### src/rtl/cam_dual_window_capture.sv
// cam_dual_window_capture
// Camera pixel-stream front end: captures a display window and a calculation
// window of every complete frame into two RAM write ports, with an optional
// column-marker overlay, plus end-of-window and end-of-frame strobes.
module cam_dual_window_capture #(
    parameter int unsigned DW          = 3,
    parameter int unsigned XW          = 10,
    parameter int unsigned YW          = 9,
    parameter int unsigned CLK_PER_PIX = 2,
    parameter int unsigned DISP_X0     = 270,
    parameter int unsigned DISP_Y0     = 190,
    parameter int unsigned DISP_W      = 100,
    parameter int unsigned DISP_H      = 100,
    parameter int unsigned DISP_AW     = 16,
    parameter int unsigned CALC_X0     = 318,
    parameter int unsigned CALC_Y0     = 238,
    parameter int unsigned CALC_W      = 79,
    parameter int unsigned CALC_H      = 16,
    parameter int unsigned CALC_AW     = 11,
    parameter int unsigned MARK_X0     = 328,
    parameter int unsigned MARK_W      = 2
) (
    input  logic               pclk,
    input  logic               rst,
    input  logic               vsync,
    input  logic               href,
    input  logic [DW-1:0]      d,
    input  logic               ovl_en,
    input  logic               calc_src,
    output logic [DW-1:0]      disp_data,
    output logic [DISP_AW-1:0] disp_addr,
    output logic               disp_we,
    output logic [DW-1:0]      calc_data,
    output logic [CALC_AW-1:0] calc_addr,
    output logic               calc_we,
    output logic               calc_done,
    output logic               frame_done
);

    // Phase counter width; a 1-cycle pixel still keeps a 1-bit (constant 0) phase.
    localparam int unsigned PW  = (CLK_PER_PIX > 1) ? $clog2(CLK_PER_PIX) : 1;
    // One extra bit on coordinate compares so window end bounds never overflow.
    localparam int unsigned XCW = XW + 1;
    localparam int unsigned YCW = YW + 1;

    localparam logic [PW-1:0]      PHASE_LAST = PW'(CLK_PER_PIX - 1);

    localparam logic [XCW-1:0]     DISP_X_LO  = XCW'(DISP_X0);
    localparam logic [XCW-1:0]     DISP_X_HI  = XCW'(DISP_X0 + DISP_W);
    localparam logic [YCW-1:0]     DISP_Y_LO  = YCW'(DISP_Y0);
    localparam logic [YCW-1:0]     DISP_Y_HI  = YCW'(DISP_Y0 + DISP_H);

    localparam logic [XCW-1:0]     CALC_X_LO  = XCW'(CALC_X0);
    localparam logic [XCW-1:0]     CALC_X_HI  = XCW'(CALC_X0 + CALC_W);
    localparam logic [YCW-1:0]     CALC_Y_LO  = YCW'(CALC_Y0);
    localparam logic [YCW-1:0]     CALC_Y_HI  = YCW'(CALC_Y0 + CALC_H);

    localparam logic [XCW-1:0]     MARK_X_LO  = XCW'(MARK_X0);
    localparam logic [XCW-1:0]     MARK_X_HI  = XCW'(MARK_X0 + MARK_W);

    localparam logic [CALC_AW-1:0] CALC_LAST  = CALC_AW'(CALC_W * CALC_H - 1);

    typedef enum logic [1:0] {
        WAIT_SYNC = 2'd0,
        SYNC      = 2'd1,
        ACTIVE    = 2'd2
    } state_t;

    state_t               state;
    logic                 href_q;
    logic [PW-1:0]        phase;
    logic [XW-1:0]        x;
    logic [YW-1:0]        y;
    logic [DISP_AW-1:0]   disp_ptr;
    logic [CALC_AW-1:0]   calc_ptr;

    logic                 strobe;
    logic                 href_fall;
    logic                 in_disp;
    logic                 in_calc;
    logic                 in_mark;
    logic [XCW-1:0]       x_ext;
    logic [YCW-1:0]       y_ext;
    logic [XW-1:0]        x_next;
    logic [YW-1:0]        y_next;
    logic [DW-1:0]        mark_pix;
    logic [DW-1:0]        disp_pix;
    logic [DW-1:0]        calc_pix;

    // Pixel strobe, window/marker decode and per-port write data selection.
    always_comb begin
        strobe    = 1'b0;
        href_fall = 1'b0;
        x_ext     = {1'b0, x};
        y_ext     = {1'b0, y};
        in_disp   = 1'b0;
        in_calc   = 1'b0;
        in_mark   = 1'b0;
        x_next    = x;
        y_next    = y;
        mark_pix  = '0;
        disp_pix  = d;
        calc_pix  = d;

        strobe    = (state == ACTIVE) && href && (phase == PHASE_LAST);
        href_fall = href_q && !href;

        in_disp   = (x_ext >= DISP_X_LO) && (x_ext < DISP_X_HI) &&
                    (y_ext >= DISP_Y_LO) && (y_ext < DISP_Y_HI);
        in_calc   = (x_ext >= CALC_X_LO) && (x_ext < CALC_X_HI) &&
                    (y_ext >= CALC_Y_LO) && (y_ext < CALC_Y_HI);
        in_mark   = (x_ext >= MARK_X_LO) && (x_ext < MARK_X_HI);

        // Coordinates saturate at all-ones instead of wrapping.
        x_next    = (&x) ? x : x + XW'(1);
        y_next    = (&y) ? y : y + YW'(1);

        mark_pix  = {DW{in_mark}};
        disp_pix  = (ovl_en && in_calc) ? mark_pix : d;
        calc_pix  = calc_src ? d : mark_pix;
    end

    // Frame state machine: only frames that start with a full vsync pulse are captured.
    always_ff @(posedge pclk) begin
        if (rst) begin
            state <= WAIT_SYNC;
        end else begin
            case (state)
                WAIT_SYNC: if (vsync)  state <= SYNC;
                SYNC:      if (!vsync) state <= ACTIVE;
                ACTIVE:    if (vsync)  state <= SYNC;
                default:               state <= WAIT_SYNC;
            endcase
        end
    end

    // Pixel phase within href and delayed href for falling-edge detection.
    always_ff @(posedge pclk) begin
        if (rst) begin
            href_q <= 1'b0;
            phase  <= '0;
        end else begin
            href_q <= href;
            if (state == SYNC || !href) begin
                phase <= '0;
            end else if (phase == PHASE_LAST) begin
                phase <= '0;
            end else begin
                phase <= phase + PW'(1);
            end
        end
    end

    // Column/line position; a line only counts if it delivered at least one pixel.
    always_ff @(posedge pclk) begin
        if (rst) begin
            x <= '0;
            y <= '0;
        end else if (state == SYNC) begin
            x <= '0;
            y <= '0;
        end else if (state == ACTIVE) begin
            if (strobe) begin
                x <= x_next;
            end else if (href_fall) begin
                if (x != '0) begin
                    y <= y_next;
                end
                x <= '0;
            end
        end
    end

    // Running write addresses, restarted once per frame.
    always_ff @(posedge pclk) begin
        if (rst) begin
            disp_ptr <= '0;
            calc_ptr <= '0;
        end else if (state == SYNC) begin
            disp_ptr <= '0;
            calc_ptr <= '0;
        end else if (strobe) begin
            if (in_disp) begin
                disp_ptr <= disp_ptr + DISP_AW'(1);
            end
            if (in_calc) begin
                calc_ptr <= calc_ptr + CALC_AW'(1);
            end
        end
    end

    // Display RAM write port; address and data hold between writes.
    always_ff @(posedge pclk) begin
        if (rst) begin
            disp_we   <= 1'b0;
            disp_addr <= '0;
            disp_data <= '0;
        end else begin
            disp_we <= 1'b0;
            if (strobe && in_disp) begin
                disp_we   <= 1'b1;
                disp_addr <= disp_ptr;
                disp_data <= disp_pix;
            end
        end
    end

    // Calc RAM write port and end-of-window strobe on the last window address.
    always_ff @(posedge pclk) begin
        if (rst) begin
            calc_we   <= 1'b0;
            calc_addr <= '0;
            calc_data <= '0;
            calc_done <= 1'b0;
        end else begin
            calc_we   <= 1'b0;
            calc_done <= 1'b0;
            if (strobe && in_calc) begin
                calc_we   <= 1'b1;
                calc_addr <= calc_ptr;
                calc_data <= calc_pix;
                calc_done <= (calc_ptr == CALC_LAST);
            end
        end
    end

    // End-of-frame strobe on the first vsync sample after an active frame.
    always_ff @(posedge pclk) begin
        if (rst) begin
            frame_done <= 1'b0;
        end else begin
            frame_done <= (state == ACTIVE) && vsync;
        end
    end

endmodule

### config.mk
export PLATFORM = sky130hd
export DESIGN_NAME = cam_dual_window_capture
export DESIGN_NICKNAME = d
export VERILOG_FILES = /design/src/rtl/cam_dual_window_capture.sv
export SDC_FILE = /design/constraint.sdc
export NUM_CORES = 1
export LEC_CHECK = 0
export CAP_MARGIN = 20
export CORE_UTILIZATION = 32
export DETAILED_ROUTE_END_ITERATION = 7
export PLACE_DENSITY = 0.6
export SLEW_MARGIN = 25
export SYNTH_ARGS = -nofsm -noshare
export SYNTH_HDL_FRONTEND = slang
export SYNTH_SLANG_ARGS = --single-unit
### constraint.sdc
create_clock -name pclk -period 2.3 [get_ports pclk]
set_input_delay 0.23 -clock pclk [delete_from_list [all_inputs] [get_ports pclk]]
set_output_delay 0.23 -clock pclk [all_outputs]
set_load 0.005 [all_outputs]
==> run metrics, run 1 <==
DR vias=3679; largest net degree at the start of global routing=31; maximum vdd drop=0.346 mV; RSZ-0062 raised after global routing=no; main area contributors after synthesis=dfxtp_1 43%, a21oi_1 6.6%, nand2_1 5.1%, nand3_1 3.2%, nor2_1 3.0%; GRT Util Overall=15.8%; final WL=9.88 mm; mean post-synth cell area=8.64 um^2; DRT Pass-1 Iters=5; crit start category=flop; Tot Pwr=3.00 mW; Initial Util=33.4%; Final Cycle Share=92.5%; cts bufs inserted=9; Clock Skew=0.00657 ns; clock tree from TritonCTS=done; Post-DP HPWL=7.03 mm; total gr overflow=0; fill cell count=1272; I/O pin total=46; ys async rst share=0%; GRT met2 Usage=25.5%; most frequent cells in the layout=86 x dfxtp_1, 55 x nand2_1, 54 x a21oi_1, 45 x clkdlybuf4s50_1, 33 x nor2_1; antenna cells=0; layout cells sized above 1=10.4%; GRT met3 Usage=4.06%; unique cell type count in the Yosys netlist=60; HP Start=phase; CP max-delay cell=or4_1; Worst Hold Class=flop to flop; Max-slew headroom=65.3%; fmax=0.470 GHz; Pleak=1.69 nW; P&R area growth vs syn=24.9%; cell count after synthesis=472; crit path max fanout=30; DR iter-0 viols=181; Combinational Power Share=2.5%; busiest metal layer after global routing=met2; Syn Nets=490; Synth area leader=dfxtp_1; WP data arrival=2.40 ns; max-cap violations=0; WL per Instance=14.2 um; Tmin final=2.13 ns; Register Area=1740 um^2; switching share of power=20.9%; Rows=40; synthesized area=4080 um^2; drt drc=0; cell family with most CP delay=simple AND/OR/NAND/NOR gates; Post-synth EDFFs=0; Yosys top cell area share=42.7%; Pint=2.38 mW; Psw=628 uW; core area=12200 um^2; clock sinks=87; Worst Setup SP=x[1]; crit-path max cell delay=0.50 ns; first-pass GRT wire length=16.5 mm; Routed Antenna Nets=0; vias in the first global route=3504; root buf cell=clkbuf_16; met1 usage=20.0%; register area share after synthesis=42.7%; antenna violations before repair=0; crit end category=flop; reg2reg start=x[1]; Critical Path RT=2.58 ns; Fin. Hold Viols=0; area of the multi-input gates=2130 um^2; Cell Chain, Critical Path=buf_4 -> inv_1 -> ha_1 -> and3b_1 -> nor2_1 -> o21ai_1 -> buf_12 -> or4_1 -> a21oi_1; P per Cell Area=590 nW/um^2; status=finished clean; clk_lat worst skew=0.34 ns; clock buffer depth=2; die width=115 um; Clock H-tree levels=3; hold slack=0.421 ns; commonest non-fill, non-tap cell in the layout=dfxtp_1; DIE HEIGHT=115 um; input/output buffers=45; Seq pwr share=50.4%; fin nets=543; Synth Register Bits=87; final setup violation count=0; critical path buffer and inverter count=3; vias per cell=5.28; clock edge transition at the registers on the reported setup and hold paths=0.06 ns; clock power share=47.1%; max-slew violations=0; synth warn=0; setup TNS=0 ns; dominant synthesized flop cell=dfxtp_1; measured slew at the worst slew-check pin=0.507 ns; die area=13200 um^2; Final GP Congestion=0.901; CP Class=flop to flop
registers in the layout (all words and copies together), names as in the netlist, 2 cells and up:
signal	count
calc_ptr	11
disp_addr	16
disp_data	3
x	10
calc_addr	11
calc_data	3
state	2
disp_ptr	16
y	9
area by class of cell:
cell class / count / area share [%]
sequential: 87 / 34.2
tap: 168 / 4.13
inverter: 5 / 0.368
clock buffer: 12 / 4.64
multi-input combinational: 346 / 41.9
timing repair buffer: 76 / 13.9
clock inverter: 3 / 0.884
cells in the mapped netlist (all sizes together) (2+ instances only):
master and number:
o21a 2, a311oi 4, buf 9, and2 2, and3 7, o2111ai 2
clkbuf 25, nor3 7, a41o 3, nand4 12, o31ai 15, o21ai 19
or4 14, nor2b 3, nand2 55, nor4b 2, xor2 10, o41ai 2
xnor2 10, dfxtp 87, or3 6, nand3 26, o31a 2, nor3b 4
inv 5, nand2b 4, o21bai 3, a21oi 54, nor4 5, and4 5
a211oi 4, nor2 33, ha 9, o211ai 2, nand3b 2, a31oi 5
metrics by stage:
stage | instance area (um^2) | setup WS [ns] | util (%) | instances
2_1_floorplan | 4080 | 0.199 | - | 472
3_3_place_gp | 4810 | -0.00269 | 39.4 | 682
3_5_place_dp | 4810 | -0.00967 | 39.4 | 682
4_1_cts | 5090 | 0.112 | 41.7 | 697
5_1_grt | 5090 | 0.00346 | 41.7 | 697
6_report | 5090 | 0.173 | 41.7 | 697
power groups by stage:
stage	clock (mW)	combinational (mW)	sequential, mW
after floorplan	0	0.0409	1.55
after detailed placement	0	0.0746	1.55
final	1.42	0.0748	1.51
after global placement	0	0.0736	1.55
after CTS	1.46	0.0749	1.51
after global routing	1.51	0.0827	1.51
logic make-up after synthesis:
| logic type | synth area share, % |
|---|---|
| AND/OR/NAND/NOR | 24.8 |
| AO/OA/AOI/OAI | 20.0 |
| flip-flops | 42.7 |
| buffers and inverters | 5.12 |
| XOR/XNOR | 4.30 |
| adder cells (fa/ha/maj) | 2.76 |
| multiplexers | 0.245 |
final timing paths:
check / to / slack (ns) / cells after the start
min reg2reg: phase / 0.42 / 1
max: calc_ptr[7] / 0.17 / 9
min: phase / 0.42 / 1
max reg2reg: calc_ptr[7] / 0.17 / 9
timing repair:
item                                    4_1_cts  5_1_grt
setup buffers                                 0        0
endpoints found under the hold margin         0        0
endpoints found under the setup margin        0        3
resized for setup                             0        1
hold buffers                                  0        0
layer usage:
layer	up-vias	wire length (um)
li1	1828	-
met1	1730	4690
met2	103	4520
met3	18	461
met4	0	206
met5	-	0
No activity file was read; power rests on OpenSTA's default activity.
==> run 2, diff against run 1 <==
- PLACE_DENSITY: 0.6 -> 0.58
- clock period: 2.3 -> 1.7 ns (I/O delays scaled with it)
==> run metrics, run 2 (synthesized netlist as in run 1, its figures left out) <==
status=finished, violations left; failing checks=negative setup slack; vias in the first global route=3899; DR iter-0 viols=203; Max-slew headroom=69.5%; max-cap violations=0; die width=115 um; Combinational Power Share=3.1%; Critical Path RT=1.99 ns; GRT met2 Usage=31.3%; CTS Hold Bufs=0; Final GP Congestion=0.844; most frequent cells in the layout=88 x buf_4, 76 x dfxtp_1, 49 x nand2_1, 45 x clkdlybuf4s50_1, 32 x a21oi_1; input/output buffers=45; crit end category=flop; largest net degree at the start of global routing=22; WL per Instance=15.5 um; clock tree from TritonCTS=done; WP data arrival=2.26 ns; final WL=12.4 mm; clock edge transition at the registers on the reported setup and hold paths=0.06 ns; Psw=930 uW; clk_lat worst skew=0.35 ns; DRT Pass-1 Iters=4; Fin. Hold Viols=0; maximum vdd drop=0.370 mV; total gr overflow=0; Initial Util=33.4%; P per Cell Area=595 nW/um^2; cts bufs inserted=9; Routed Antenna Nets=0; final worst-path setup slack=-0.275 ns; max-slew violations=0; P&R area growth vs syn=67.0%; Rows=40; largest registers=disp_addr: 16 flops, disp_ptr: 16 flops; setup TNS=-14.21 ns; met1 usage=22.5%; clock power share=46.6%; final setup violation count=81; root buf cell=clkbuf_16; DR vias=4146; GRT Util Overall=18.3%; layout cells sized above 1=44.5%; Clock Skew=0.0101 ns; I/O pin total=46; Pleak=2.40 nW; commonest non-fill, non-tap cell in the layout=buf_4; CP Class=flop to flop; core area=12200 um^2; Worst Hold Class=input pin to flop; busiest metal layer after global routing=met2; fmax=0.506 GHz; crit start category=flop; vias per cell=5.19; drt drc=0; antenna cells=0; Pint=3.12 mW; switching share of power=23.0%; Tmin final=1.98 ns; fill cell count=1095; clock sinks=87; clock buffer depth=2; fin nets=644; first-pass GRT wire length=18.9 mm; crit path max fanout=8; Final Cycle Share=116%; area of the multi-input gates=2810 um^2; antenna violations before repair=0; DIE HEIGHT=115 um; hold slack=0.403 ns; RSZ-0062 raised after global routing=yes; Post-DP HPWL=7.76 mm; Register Area=1770 um^2; die area=13200 um^2; GRT met3 Usage=5.11%; Seq pwr share=50.3%; Clock H-tree levels=3; measured slew at the worst slew-check pin=0.457 ns
-- run 2: metal layers --
metal  up-vias  part of all wire [%]
met5         -                     0
met4         0                   1.5
met3        16                   3.4
met2        71                    51
met1      2012                    44
li1       2047                     -
-- run 2: critical path, stage by stage (launching register included) --
cell	delay, ns
dfxtp_4	0.36
buf_6	0.13
inv_4	0.06
ha_4	0.10
and3b_2	0.23
nor2_4	0.16
o21ai_4	0.10
buf_12	0.15
or4_4	0.48
a21oi_2	0.14
-- run 2: cell type report --
type                       instances  area share [%]
inverter                           5           0.349
clock inverter                     6           0.662
multi-input combinational        347            41.3
tap                              168            3.09
sequential                        87            26.0
clock buffer                      10            3.51
timing repair buffer             176            25.1
-- run 2: worst paths after layout --
path / slack (ns) / cells after the start / end / from
setup / recovery: -0.28 / 9 / calc_ptr[10] / x[1]
hold / removal: 0.40 / 2 / state[1] / vsync
setup reg to reg: -0.28 / 9 / calc_ptr[10] / x[1]
hold reg to reg: 0.45 / 2 / disp_addr[15] / disp_addr[15]
-- run 2: timing repair --
action / in CTS / in global routing
setup endpoints to repair: 77 / 81
resized for setup: 86 / 108
setup buffers: 18 / 13
pin swaps: 45 / 61
gates cloned: 3 / 3
-- run 2: power by group through the flow --
| stage | clock network (mW) | registers (mW) | logic, mW |
|---|---|---|---|
| floorplan | 0 | 2.09 | 0.0559 |
| global placement | 0 | 2.09 | 0.112 |
| detailed placement | 0 | 2.09 | 0.114 |
| CTS | 1.93 | 2.04 | 0.118 |
| global route | 2.03 | 2.03 | 0.135 |
| finish | 1.89 | 2.04 | 0.126 |
-- run 2: stage by stage --
| stage | setup slack, ns | util (%) | total power, mW | instances | area (um^2) |
|---|---|---|---|---|---|
| global placement | -0.662 | 43.9 | 2.20 | 747 | 5360 |
| detailed placement | -0.663 | 43.9 | 2.20 | 747 | 5360 |
| finish | -0.275 | 55.7 | 4.05 | 799 | 6810 |
| global route | -0.348 | 55.7 | 4.20 | 799 | 6810 |
| CTS | -0.243 | 50.9 | 4.09 | 784 | 6210 |
| floorplan | -0.272 | - | 2.15 | 472 | 4200 |
==> run 3, diff against run 2 <==
- CORE_UTILIZATION: 32 -> 27
- PLACE_DENSITY: 0.58 -> 0.5
- clock period: 1.7 -> 2.4 ns (I/O delays scaled with it)
==> run metrics, run 3 (synthesized netlist as in run 1, its figures left out) <==
largest registers=disp_addr: 16 flops, disp_ptr: 16 flops; max-cap violations=0; Routed Antenna Nets=0; Register Area=1740 um^2; Clock Skew=0.0114 ns; root buf cell=clkbuf_16; Fin. Hold Viols=0; antenna violations before repair=0; status=finished, violations left; clock edge transition at the registers on the reported setup and hold paths=0.06 ns; met1 usage=19.0%; antenna cells=0; total gr overflow=0; WL per Instance=14.2 um; GRT Util Overall=13.8%; Pleak=1.70 nW; input/output buffers=45; maximum vdd drop=0.348 mV; Initial Util=27.8%; Max-slew headroom=54.7%; P per Cell Area=590 nW/um^2; WP data arrival=2.48 ns; RR Endpoint=disp_ptr[7]; max-slew violations=0; clock buffer depth=2; failing checks=design-rule violations; layout cells sized above 1=10.1%; crit end category=flop; fin nets=538; post-route cell area=5110 um^2; Post-DP HPWL=7.11 mm; internal reg-to-reg setup slack=0.20 ns; Critical Path RT=2.68 ns; DIE HEIGHT=125 um; Final GP Congestion=0.827; GRT met3 Usage=3.01%; crit path max fanout=15; final cell count without fillers=708; Placement Cell Area=4790 um^2; DR vias=3568; Cells after DPL=693; commonest non-fill, non-tap cell in the layout=dfxtp_1; most frequent cells in the layout=86 x dfxtp_1, 55 x nand2_1, 54 x a21oi_1, 45 x clkdlybuf4s50_1, 33 x nor2_1; cts bufs inserted=9; CP Class=flop to flop; die area=15600 um^2; clk_lat worst skew=0.35 ns; die width=125 um; I/O pin total=46; HP Start=phase; clock sinks=87; Clock H-tree levels=3; largest net degree at the start of global routing=31; Hold EP=phase; core area=14600 um^2; Worst Reg-to-Reg Cells=7; first-pass GRT wire length=17.0 mm; Rows=44; clock tree from TritonCTS=done; P&R area growth vs syn=25.4%; fmax=0.455 GHz; final WL=10.1 mm; GRT met2 Usage=20.3%; RSZ-0062 raised after global routing=no; measured slew at the worst slew-check pin=0.678 ns; DRT Pass-1 Iters=7; Hold Crit Depth=1; final setup violation count=0; Worst Hold Class=flop to flop; busiest metal layer after global routing=met2; reg2reg start=x[1]; crit start category=flop; Tmin final=2.20 ns; drt drc=14; setup TNS=0 ns; area of the multi-input gates=2140 um^2; DR iter-0 viols=205; fill cell count=1515; vias per cell=5.04; Final Cycle Share=91.6%; vias in the first global route=3387
run 3: worst max-delay path, stage by stage, from the launching register on:
cell and delay (ns):
dfxtp_1 0.48, ha_1 0.21, o211a_1 0.20, o311ai_2 0.10, or3_1 0.32, buf_4 0.19
or4_1 0.47, a21oi_1 0.16
run 3: worst max path at each step:
| stage | startpoint | end | slack [ns] | cells past startpoint |
|---|---|---|---|---|
| finish | x[1] | disp_ptr[7] | 0.20 | 7 |
| global route | x[1] | disp_ptr[11] | 0.009 | 7 |
| CTS | y[1] | disp_ptr[7] | 0.15 | 7 |
| detailed placement | href | disp_ptr[7] | 0.009 | 7 |
| global placement | href | disp_ptr[2] | 0.05 | 9 |
| floorplan | y[0] | disp_ptr[2] | 0.30 | 10 |
run 3: area by class of cell:
| class | count | share of cell area [%] |
|---|---|---|
| multi-input combinational | 346 | 41.8 |
| tap | 184 | 4.50 |
| inverter | 5 | 0.367 |
| clock inverter | 4 | 1.37 |
| sequential | 87 | 34.1 |
| timing repair buffer | 71 | 13.1 |
| clock buffer | 11 | 4.75 |
run 3: layer usage:
metal | part of all wire [%] | up-vias | wire (um)
met5 | 0 | - | 0
met4 | 1.0 | 0 | 101
met3 | 3.6 | 5 | 364
met2 | 44 | 59 | 4440
met1 | 51 | 1681 | 5170
li1 | - | 1823 | -
run 3: power by group:
group          switching (mW)  internal (mW)
clock                   0.564          0.931
combinational          0.0452         0.0280
sequential            0.00261           1.45
total                   0.612           2.41
run 3: stage by stage:
step / power (mW) / util, % / setup WS (ns) / hold WS [ns]
floorplan: 1.52 / - / 0.299 / 0.318
global placement: 1.56 / 32.7 / 0.0478 / 0.392
detailed placement: 1.56 / 32.7 / 0.00897 / 0.406
CTS: 3.06 / 34.9 / 0.151 / 0.414
global route: 3.13 / 34.9 / 0.00898 / 0.444
finish: 3.02 / 34.9 / 0.203 / 0.414
run 3: timing repair:
item	in CTS	in global routing
endpoints found under the setup margin	0	5
setup buffers	0	0
hold endpoints to repair	0	0
hold buffers	0	0
resized for setup	0	2
